File: src/rtl/pulse_dec_pkg.sv
// Shared types and helpers for the 3-to-8 pulse decoder.
// Optional hit counter in the top is enabled by defining PULSE_DEC_HIT_CNT_EN.
package pulse_dec_pkg;

    localparam int CODE_W = 3;
    localparam int OUT_W  = 8;
    localparam int CNT_W  = 8;

    typedef enum logic [1:0] {
        IDLE = 2'd0,
        HOLD = 2'd1,
        GAP  = 2'd2
    } pulse_dec_state_t;

    function automatic logic [OUT_W-1:0] onehot8(input logic [CODE_W-1:0] code);
        logic [OUT_W-1:0] v;
        v       = '0;
        v[code] = 1'b1;
        return v;
    endfunction

endpackage

File: src/rtl/pulse_dec_cnt.sv
// Loadable 8-bit down-counter shared by the HOLD and GAP phases.
// Load has priority over decrement; zero flag is combinational from the count.
module pulse_dec_cnt
    import pulse_dec_pkg::*;
(
    input  logic             clk,
    input  logic             rst,
    input  logic             load,
    input  logic             en,
    input  logic [CNT_W-1:0] load_val,
    output logic             zero
);

    logic [CNT_W-1:0] cnt_q;
    logic [CNT_W-1:0] cnt_d;

    always_comb begin
        cnt_d = cnt_q;
        if (load) begin
            cnt_d = load_val;
        end else if (en) begin
            cnt_d = cnt_q - 1'b1;
        end
    end

    always_ff @(posedge clk) begin
        if (rst) begin
            cnt_q <= '0;
        end else begin
            cnt_q <= cnt_d;
        end
    end

    assign zero = (cnt_q == '0);

endmodule

File: src/rtl/pulse_decoder_3to8.sv
// Expands each accepted 3-bit code into a registered one-hot pulse of HOLD cycles
// followed by GAP quiet cycles. Define PULSE_DEC_HIT_CNT_EN to add the hit_cnt port.
module pulse_decoder_3to8
    import pulse_dec_pkg::*;
#(
    parameter int HOLD = 4,
    parameter int GAP  = 1
) (
    input  logic              clk,
    input  logic              rst,
    input  logic              in_valid,
    input  logic [CODE_W-1:0] in_code,
    output logic              in_ready,
    output logic [OUT_W-1:0]  out,
    output logic              busy,
    output logic              done
`ifdef PULSE_DEC_HIT_CNT_EN
    ,
    output logic [15:0]       hit_cnt
`endif
);

    if (HOLD < 1 || HOLD > 255) begin : g_bad_hold
        $error("pulse_decoder_3to8: HOLD must be 1..255");
    end
    if (GAP < 0 || GAP > 255) begin : g_bad_gap
        $error("pulse_decoder_3to8: GAP must be 0..255");
    end

    // Parameter names shadow the HOLD/GAP enum literals, so alias them here.
    localparam pulse_dec_state_t S_HOLD  = pulse_dec_pkg::HOLD;
    localparam pulse_dec_state_t S_GAP   = pulse_dec_pkg::GAP;
    localparam logic [CNT_W-1:0] HOLD_LD = CNT_W'(HOLD - 1);
    localparam logic [CNT_W-1:0] GAP_LD  = (GAP > 0) ? CNT_W'(GAP - 1) : '0;

    pulse_dec_state_t    state_q, state_d;
    logic [CODE_W-1:0]   code_q, code_d;
    logic [OUT_W-1:0]    out_q, out_d;
    logic                cnt_load;
    logic                cnt_en;
    logic [CNT_W-1:0]    cnt_ld_val;
    logic                cnt_zero;

    pulse_dec_cnt u_cnt (
        .clk      (clk),
        .rst      (rst),
        .load     (cnt_load),
        .en       (cnt_en),
        .load_val (cnt_ld_val),
        .zero     (cnt_zero)
    );

    always_comb begin
        state_d    = state_q;
        code_d     = code_q;
        cnt_load   = 1'b0;
        cnt_en     = 1'b0;
        cnt_ld_val = HOLD_LD;
        case (state_q)
            IDLE: begin
                if (in_valid) begin
                    code_d   = in_code;
                    cnt_load = 1'b1;
                    state_d  = S_HOLD;
                end
            end
            S_HOLD: begin
                if (cnt_zero) begin
                    if (GAP > 0) begin
                        cnt_load   = 1'b1;
                        cnt_ld_val = GAP_LD;
                        state_d    = S_GAP;
                    end else begin
                        state_d = IDLE;
                    end
                end else begin
                    cnt_en = 1'b1;
                end
            end
            S_GAP: begin
                if (cnt_zero) begin
                    state_d = IDLE;
                end else begin
                    cnt_en = 1'b1;
                end
            end
            default: state_d = IDLE;
        endcase
        // Output is computed from the next state so the pulse is a clean register.
        out_d = (state_d == S_HOLD) ? onehot8(code_d) : '0;
    end

    always_ff @(posedge clk) begin
        if (rst) begin
            state_q <= IDLE;
            code_q  <= '0;
            out_q   <= '0;
        end else begin
            state_q <= state_d;
            code_q  <= code_d;
            out_q   <= out_d;
        end
    end

    assign in_ready = (state_q == IDLE);
    assign busy     = (state_q != IDLE);
    assign done     = (state_q == S_HOLD) && cnt_zero;
    assign out      = out_q;

`ifdef PULSE_DEC_HIT_CNT_EN
    logic [15:0] hit_q, hit_d;

    always_comb begin
        hit_d = hit_q;
        if (in_valid && in_ready && hit_q != 16'hFFFF) begin
            hit_d = hit_q + 16'd1;
        end
    end

    always_ff @(posedge clk) begin
        if (rst) begin
            hit_q <= '0;
        end else begin
            hit_q <= hit_d;
        end
    end

    assign hit_cnt = hit_q;
`endif

endmodule

File: config.mk
export PLATFORM = sky130hd
export DESIGN_NAME = pulse_decoder_3to8
export DESIGN_NICKNAME = d
export VERILOG_FILES = /design/src/rtl/pulse_dec_pkg.sv /design/src/rtl/pulse_dec_cnt.sv /design/src/rtl/pulse_decoder_3to8.sv
export SDC_FILE = /design/constraint.sdc
export NUM_CORES = 1
export LEC_CHECK = 0
export ABC_AREA = 0
export BUFFER_PORTS_ARGS = -buffer_cell sky130_fd_sc_hd__clkbuf_2
export CAP_MARGIN = 25
export CORE_MARGIN = 2
export CORE_UTILIZATION = 48
export DETAILED_ROUTE_END_ITERATION = 12
export PLACE_DENSITY = 0.8
export SYNTH_ARGS = -nofsm -noshare
export SYNTH_HDL_FRONTEND = slang
export SYNTH_SLANG_ARGS = --single-unit
export TNS_END_PERCENT = 5
File: constraint.sdc
create_clock -name clk -period 2 [get_ports clk]
set_clock_uncertainty 0.1 [all_clocks]
set_input_delay 0.4 -clock clk [delete_from_list [all_inputs] [get_ports clk]]
set_output_delay 0.4 -clock clk [all_outputs]
set_load 0.02 [all_outputs]
==> metrics.csv, run 1 <==
stage,metric,value,unit
timing,post-route-worst-setup-slack,-0.286,ns
worst_setup_path,cp_top_family,simple AND/OR/NAND/NOR gates,
final_layout,layout.cells.most_common,sky130_fd_sc_hd__buf_4,
final_layout,drive_above_1_share,0.423,
worst_setup_path,cp_max_fo,2,
clock_tree,tritoncts_num_sinks,21,
floorplanning,die_width,49.2,um
timing,rsz0062_at_grt,yes,
final_layout,area_growth,35.4,%
worst_setup_path,cp_cell_sequence,inv_2 -> ha_4 -> or3b_4 -> or3_4 -> clkinv_4 -> buf_8,
timing,report.final.setup_viol,1,
routing,initialDrtViolationCount,10,
clock_tree,root_buffer,sky130_fd_sc_hd__clkbuf_4,
global_route,largest_net_degree_at_the_start_of_global_routing,13,
pwr,worst_ir_drop_on_vdd,1.02,mV
routing,detail_route.vias_per_cell,5.41,
worst_setup_path,critPathLaunchType,flip-flop,
logic_synthesis,netlist_instances,103,
timing,relSlewSlack,0.748,
worst_setup_path,critical_path.n_buffers_inverters,3,
clock_tree,cts_inserted_buffers,3,
worst_setup_path,crit-reg2reg-capture,out[1],
timing,final-hold-violation-count,0,
pwr,power.static_leakage,0.587,nW
global_route,first_global_vias,875,
final_layout,finish.net_count,155,
global_route,grt_usage,0.207,
floorplanning,floorplan.initialDensity,0.506,
global_route,globalRouteOverflowTotal,0,
worst_setup_path,critical_path.slowest_cell,sky130_fd_sc_hd__or3_4,
timing,max_freq,0.437,GHz
final_layout,mostFrequentLayoutCells,"sky130_fd_sc_hd__buf_4, sky130_fd_sc_hd__dfxtp_1, sky130_fd_sc_hd__clkbuf_2",
routing,wl_per_cell,13.2,um
logic_synthesis,postSynthAreaPerCell,9.54,um2
worst_hold_path,min_delay_path_depth,2,
routing,ant_nets,0,
status,status,"finished, violations left",
floorplanning,coreArea,1940,um2
clock_tree,postCtsHoldBufs,0,
worst_setup_path,critical_path_capture_point_type,output port,
clock_tree,clock_latency,0.31,ns
placed_design,place_congestion,0.837,
timing,final.setup.tns,-0.286,ns
placed_design,port-buffer-count,16,
timing,timing_worst_slew_pin_value,0.368,ns
run,maxcap_violations,0,
status,failing_checks,setup timing,
clock_tree,clock_pin_slew_reported_for_the_worst_setup_and_hold_paths_after_clock_tree_synthesis,0.12,ns
global_route,grt_pass1_wl,3860,um
logic_synthesis,ys_seq_elements,21,
routing,drt_pass1_iterations,4,
timing,finalMaxSlewViolations,0,
clock_tree,htree_num_levels,1,
timing,finalCriticalPeriod,2.29,ns
final_layout,post_layout_nonfiller_instances,169,
worst_hold_path,start_point_of_the_worst_hold_path,rst,
floorplanning,overall_die_area,2420,um2
worst_setup_path,cp_slowest_stage_delay,0.40,ns
worst_setup_path,critPathRequiredTime,1.50,ns
final_layout,layout.core_utilization,0.685,
routing,dr_total_vias,915,
logic_synthesis,synth-async-reset-ratio,0,
placed_design,placedInstanceArea,1240,um2
routing,detail_route.drc_violations,0,
logic_synthesis,synth_seq_area_share,0.428,
floorplanning,std_cell_rows,16,
floorplanning,floorplan.die.height,49.2,um
clock_tree,tritoncts,done,
final_layout,n_antenna_cell,0,
final_layout,fin_area,1330,um2
worst_setup_path,startpoint,u_cnt.cnt_q[0],
clock_tree,cts.path.max_buffers,2,
floorplanning,total_i_o_pin_count,17,
worst_setup_path,worst-endpoint-arrival,1.79,ns
logic_synthesis,synthesized_nets,115,
worst_hold_path,worstHoldPathType,input port to flip-flop,
timing,finalHoldWorstSlack,0.264,ns
final_layout,num-fill-cells,151,
worst_setup_path,r2r_slack,0.06,ns
logic_synthesis,ys_types,35,
placed_design,place_inst,163,
worst_setup_path,path_class,flip-flop to output port,
worst_setup_path,worst_r2r_src,u_cnt.cnt_q[0],
logic_synthesis,yosysWarnings,0,
logic_synthesis,synth_enable_flop_cells,0,
pwr,power-per-cell-area,1500,nW/um2
placed_design,detailedPlacementHpwl,1630,um
logic_synthesis,syn-cell-area,982,um2
worst_hold_path,holdPathEnd,code_q[0],
logic_synthesis,ys.flop_type,sky130_fd_sc_hd__dfxtp_1,
global_route,antenna_found_initial,0,
worst_setup_path,reg2reg_depth,7,
timing,post-route-period-util,1.14,
routing,routed_wirelength,2230,um
-- power by group --
part | switching, mW | internal (mW) | leakage, nW | total (mW)
Combinational | 0.663 | 0.568 | 0.397 | 1.23
Sequential | 0.0428 | 0.507 | 0.172 | 0.550
Clock | 0.138 | 0.0750 | 0.0177 | 0.213
-- worst reg2reg max path: cells and delay by family, from the launching register on --
family	cells	cell delay, ns
buffers and inverters	2	0.25
and+or+nand+nor	3	0.82
adders and majority gates	1	0.12
DFF	1	0.34
AOI/OAI and AO/OA	1	0.23
-- metrics by stage --
step,power [mW],setup WS [ns]
finish,1.99,-0.286
CTS,1.92,-0.284
detailed placement,1.65,-0.0359
global route,2.14,-0.319
floorplan,1.30,-0.0899
global placement,1.62,-0.00164
-- Yosys cell counts, types with 2 or more instances --
library cell / count / area share
sky130_fd_sc_hd__dfxtp_1: 21 / 0.43
sky130_fd_sc_hd__nor2_1: 11 / 0.042
sky130_fd_sc_hd__inv_1: 7 / 0.027
sky130_fd_sc_hd__ha_1: 6 / 0.076
sky130_fd_sc_hd__nor3_1: 6 / 0.031
sky130_fd_sc_hd__a21oi_1: 5 / 0.025
sky130_fd_sc_hd__xor2_1: 5 / 0.045
sky130_fd_sc_hd__nand2_1: 4 / 0.015
sky130_fd_sc_hd__nor4_1: 4 / 0.025
sky130_fd_sc_hd__buf_2: 2 / 0.010
sky130_fd_sc_hd__mux2i_1: 2 / 0.020
sky130_fd_sc_hd__nand2b_1: 2 / 0.013
sky130_fd_sc_hd__nor2b_1: 2 / 0.013
sky130_fd_sc_hd__o2111ai_1: 2 / 0.018
sky130_fd_sc_hd__o211ai_1: 2 / 0.015
sky130_fd_sc_hd__o21ai_0: 2 / 0.010
sky130_fd_sc_hd__or4_1: 2 / 0.015
-- state kept, by name, summed over array words and instances (netlist names) --
| name | cells |
|---|---|
| u_cnt.cnt_q | 8 |
| code_q | 3 |
| out | 8 |
| state_q | 2 |
-- cells by family (layout without fill, tap and decap cells) --
kind of cell / after synthesis / count (layout) / synth area share
flip-flops: 21 / 21 / 0.428
multiplexers: 3 / 3 / 0.0318
XOR/XNOR: 6 / 6 / 0.0535
buffers and inverters: 10 / 49 / 0.0408
AND/OR/NAND/NOR: 39 / 39 / 0.229
AO/OA/AOI/OAI: 18 / 18 / 0.140
adder cells (fa/ha/maj): 6 / 6 / 0.0764
-- metal layers --
metal | global-route usage | share of wire | wire length (um)
met5 | 0 | 0 | 0
met4 | 0.0857 | 0.018 | 41
met3 | 0.0399 | 0.043 | 97
met2 | 0.342 | 0.49 | 1100
met1 | 0.262 | 0.44 | 993
-- layout make-up --
class | instances | area [um2] | area share
multi-input cells | 72 | 558 | 0.420
clock inverters | 1 | 5.00 | 0.00376
well taps | 27 | 33.8 | 0.0254
repair buffers | 38 | 255 | 0.192
inverters | 7 | 31.3 | 0.0235
clock buffers | 3 | 22.5 | 0.0169
flip-flops and latches | 21 | 424 | 0.319
-- worst max-delay path by stage --
stage	to	slack (ns)	cells after the start
after floorplan	done	-0.09	7
after global placement	done	-0.002	6
after detailed placement	done	-0.04	6
after CTS	done	-0.28	4
after global routing	done	-0.32	6
final	done	-0.29	6
-- timing repair --
| action | CTS | global route |
|---|---|---|
| gates resized for setup | 6 | 8 |
| setup endpoints to repair | 2 | 9 |
| setup buffers | 1 | 1 |
| pin swaps | 2 | 1 |
(Power assumes the default switching activity.)
==> inputs of run 2 (changes only) <==
- CELL_PAD_IN_SITES_DETAIL_PLACEMENT: unset -> 1
- CELL_PAD_IN_SITES_GLOBAL_PLACEMENT: unset -> 1
- CORE_UTILIZATION: 48 -> 37
- SETUP_SLACK_MARGIN: unset -> 0.1
- SYNTH_HIERARCHICAL: unset -> 1
==> run 2 against run 1 <==
Against the previous run: the flow still finishes with violations (setup timing); global-route usage fell by 0.70 points; via count is 15% higher; clock-buffer cell count up 1; first-iteration DRC count rose by 50%; clock power barely moved; fmax up 0.66%; worst hold slack worse by 0.012 ns; cell area up 13%; register-to-register slack worse by 0.31 ns; critical path type unchanged; largest power group unchanged.
==> metrics.csv, run 2 <==
stage,metric,value,unit,change
logic_synthesis,synth_enable_flop_cells,0,,unchanged
pwr,power.static_leakage,0.650,nW,+11%
clock_tree,cts.path.max_buffers,2,,unchanged
final_layout,mostFrequentLayoutCells,"sky130_fd_sc_hd__buf_4, sky130_fd_sc_hd__dfxtp_1, sky130_fd_sc_hd__nor2_1, sky130_fd_sc_hd__clkbuf_2, sky130_fd_sc_hd__nand2_1",,
routing,drt_pass1_iterations,4,,unchanged
logic_synthesis,area_share_of_the_largest_cell_type_after_synthesis,0.386,,-0.0418
floorplanning,overall_die_area,3390,um2,+40%
final_layout,post_layout_nonfiller_instances,200,,+18%
logic_synthesis,ys.flop_type,sky130_fd_sc_hd__dfxtp_1,,
logic_synthesis,synth_commonest_cells,"sky130_fd_sc_hd__dfxtp_1, sky130_fd_sc_hd__nor2_1, sky130_fd_sc_hd__nand2_1",,
timing,max_freq,0.440,GHz,+0.66%
placed_design,place_congestion,0.910,,+8.7%
floorplanning,die_width,58.2,um,+18%
logic_synthesis,xor_and_xnor_fraction_of_the_mapped_netlist_area,0.0241,,-0.0294
logic_synthesis,synth-async-reset-ratio,0,,unchanged
timing,post-route-period-util,1.14,,-0.00751
floorplanning,floorplan.initialDensity,0.391,,-0.114
logic_synthesis,synth_seq_area_share,0.386,,-0.0418
routing,dr_total_vias,1049,,+15%
clock_tree,clock_latency,0.32,ns,about the same
pwr,worst_ir_drop_on_vdd,0.599,mV,-41%
worst_setup_path,critical_path.slowest_cell,sky130_fd_sc_hd__or4_4,,
logic_synthesis,dominant_combinational_cell_family_by_area_after_synthesis,simple AND/OR/NAND/NOR gates,,
timing,finalMaxSlewViolations,0,,unchanged
routing,wl_per_cell,15.0,um,+14%
status,status,"finished, violations left",,
global_route,largest_net_degree_at_the_start_of_global_routing,13,,unchanged
floorplanning,std_cell_rows,19,,+3
timing,report.final.setup_viol,17,,+16
timing,finalCriticalPeriod,2.27,ns,-0.0150 ns
worst_setup_path,worst-endpoint-arrival,1.77,ns,-0.02 ns
worst_setup_path,r2r_slack,-0.25,ns,-0.31 ns
worst_setup_path,critical_path_capture_point_type,output port,,
timing,final.setup.tns,-2.72,ns,-2.43 ns
global_route,grt_pass1_wl,5130,um,+33%
final_layout,finish.net_count,183,,+18%
timing,post-route-worst-setup-slack,-0.271,ns,+0.0150 ns
pwr,power-per-cell-area,891,nW/um2,-41%
placed_design,place_ws,-0.167,ns,-0.131 ns
logic_synthesis,yosys-mux-area-fraction,0.0264,,-0.00541
logic_synthesis,netlist_instances,125,,+21%
clock_tree,htree_num_levels,1,,unchanged
clock_tree,clock_pin_slew_reported_for_the_worst_setup_and_hold_paths_after_clock_tree_synthesis,0.12,ns,about the same
timing,rsz0062_at_grt,yes,,
logic_synthesis,postSynthAreaPerCell,8.71,um2,-8.7%
worst_setup_path,cp_slowest_stage_delay,0.56,ns,+0.16 ns
floorplanning,coreArea,2780,um2,+43%
worst_setup_path,path_class,flip-flop to output port,,
logic_synthesis,yosysWarnings,6,,+6
logic_synthesis,ys_types,40,,+14%
run,maxcap_violations,0,,unchanged
clock_tree,tritoncts_num_sinks,21,,unchanged
logic_synthesis,netlist_top_cells_area,"sky130_fd_sc_hd__dfxtp_1, sky130_fd_sc_hd__ha_1, sky130_fd_sc_hd__nor2_1",,
floorplanning,total_i_o_pin_count,17,,unchanged
final_layout,drive_above_1_share,0.414,,-0.00833
logic_synthesis,synth_fa_ha_area_frac,0.0805,,+0.00403
timing,finalHoldWorstSlack,0.252,ns,-0.0119 ns
worst_hold_path,worstHoldPathType,input port to flip-flop,,
clock_tree,postCtsHoldBufs,0,,unchanged
worst_setup_path,cp_cell_sequence,or4_4 -> nor4b_4 -> nand2_2 -> inv_2 -> buf_8,,
global_route,first_global_vias,1113,,+27%
final_layout,num-fill-cells,349,,+130%
final_layout,layout.cells.most_common,sky130_fd_sc_hd__buf_4,,
logic_synthesis,synthMostInstantiatedCell,sky130_fd_sc_hd__dfxtp_1,,
logic_synthesis,post_synthesis_cell_type_with_the_largest_combined_area,sky130_fd_sc_hd__dfxtp_1,,
routing,initialDrtViolationCount,15,,+5
clock_tree,root_buffer,sky130_fd_sc_hd__clkbuf_4,,
logic_synthesis,syn-cell-area,1090,um2,+11%
logic_synthesis,synth_compound_gate_area_share,0.154,,+0.0139
routing,routed_wirelength,3010,um,+35%
clock_tree,cts_inserted_buffers,3,,unchanged
global_route,globalRouteOverflowTotal,0,,unchanged
logic_synthesis,yosys.area_share.simple,0.276,,+0.0466
placed_design,port-buffer-count,16,,unchanged
floorplanning,floorplan.die.height,58.2,um,+18%
status,failing_checks,setup timing,,
worst_setup_path,critPathRequiredTime,1.50,ns,about the same
routing,ant_nets,0,,unchanged
placed_design,place_inst,193,,+18%
logic_synthesis,ys_seq_elements,21,,unchanged
global_route,grt_usage,0.200,,-0.00703
placed_design,detailedPlacementHpwl,2240,um,+38%
clock_tree,tritoncts,done,,
global_route,antenna_found_initial,0,,unchanged
routing,detail_route.vias_per_cell,5.25,,-3.1%
final_layout,n_antenna_cell,0,,unchanged
routing,detail_route.drc_violations,0,,unchanged
final_layout,area_growth,37.9,%,
worst_setup_path,critPathLaunchType,flip-flop,,
final_layout,layout.core_utilization,0.540,,-0.145
timing,final-hold-violation-count,0,,unchanged
worst_setup_path,cp_max_fo,2,,unchanged
==> run 2: changes by cell type in the layout (fill, tap and decap cells not counted), sizes merged, moves of 5 or more <==
cell	previous run	this run
conb	0	6
o21ai	2	8
nand2	4	12
nor3b	0	5
nor2	11	16
==> run 2: kinds of logic (layout without fill, tap and decap cells) <==
family | Yosys count | count (layout)
other | 1 | 6
xor gates and xnor gates | 3 | 3
muxes | 2 | 2
AOI/OAI and AO/OA | 25 | 25
DFF | 21 | 21
adders and majority gates | 7 | 7
and+or+nand+nor | 54 | 54
buffers and inverters | 12 | 51
==> run 2: worst max-delay path: cells and delay by family, from the launching register on <==
family                 cells  cell delay [ns]
and+or+nand+nor            3             0.95
buffers and inverters      2             0.17
DFF                        1             0.34
==> run 2: final cells by class <==
cell class	count	area, um2	area share
clock buffer	4	26.3	0.0175
inverter	8	35.0	0.0233
multi-input combinational	97	706	0.470
sequential	21	425	0.283
tap	31	38.8	0.0258
timing repair buffer	39	270	0.180
==> run 2: routing by layer <==
layer | wire length, um | GRT usage | vias up
li1 | - | - | 528
met3 | 121 | 0.0491 | 6
met5 | 0 | 0 | -
met4 | 44 | 0.0698 | 0
met1 | 1360 | 0.263 | 492
met2 | 1480 | 0.320 | 23
==> run 2: worst paths after layout <==
check	startpoint	to	cells past startpoint
setup / recovery	u_cnt/cnt_q[5]	done	5
hold / removal	in_code[0]	code_q[0]	3
setup reg to reg	u_cnt/cnt_q[5]	out[2]	8
hold reg to reg	code_q[2]	code_q[2]	2
==> run 2: what timing repair did <==
item | 4_1_cts | 5_1_grt
pin swaps | 14 | 5
gates resized for setup | 14 | 9
setup endpoints to repair | 18 | 19
setup buffers | 3 | 0
==> run 2: stage by stage <==
stage	power (mW)	cell area, um2
after floorplan	0.852	1150
after global placement	1.03	1380
after detailed placement	1.06	1380
after CTS	1.31	1460
after global routing	1.43	1500
final	1.34	1500
==> run 2: where the power goes <==
| part | total, mW | internal [mW] | switching, mW | leakage [nW] |
|---|---|---|---|---|
| sequential | 0.504 | 0.471 | 0.0332 | 0.173 |
| clock | 0.214 | 0.0781 | 0.136 | 0.0150 |
| combinational | 0.620 | 0.291 | 0.329 | 0.462 |
| total | 1.34 | 0.840 | 0.498 | 0.650 |
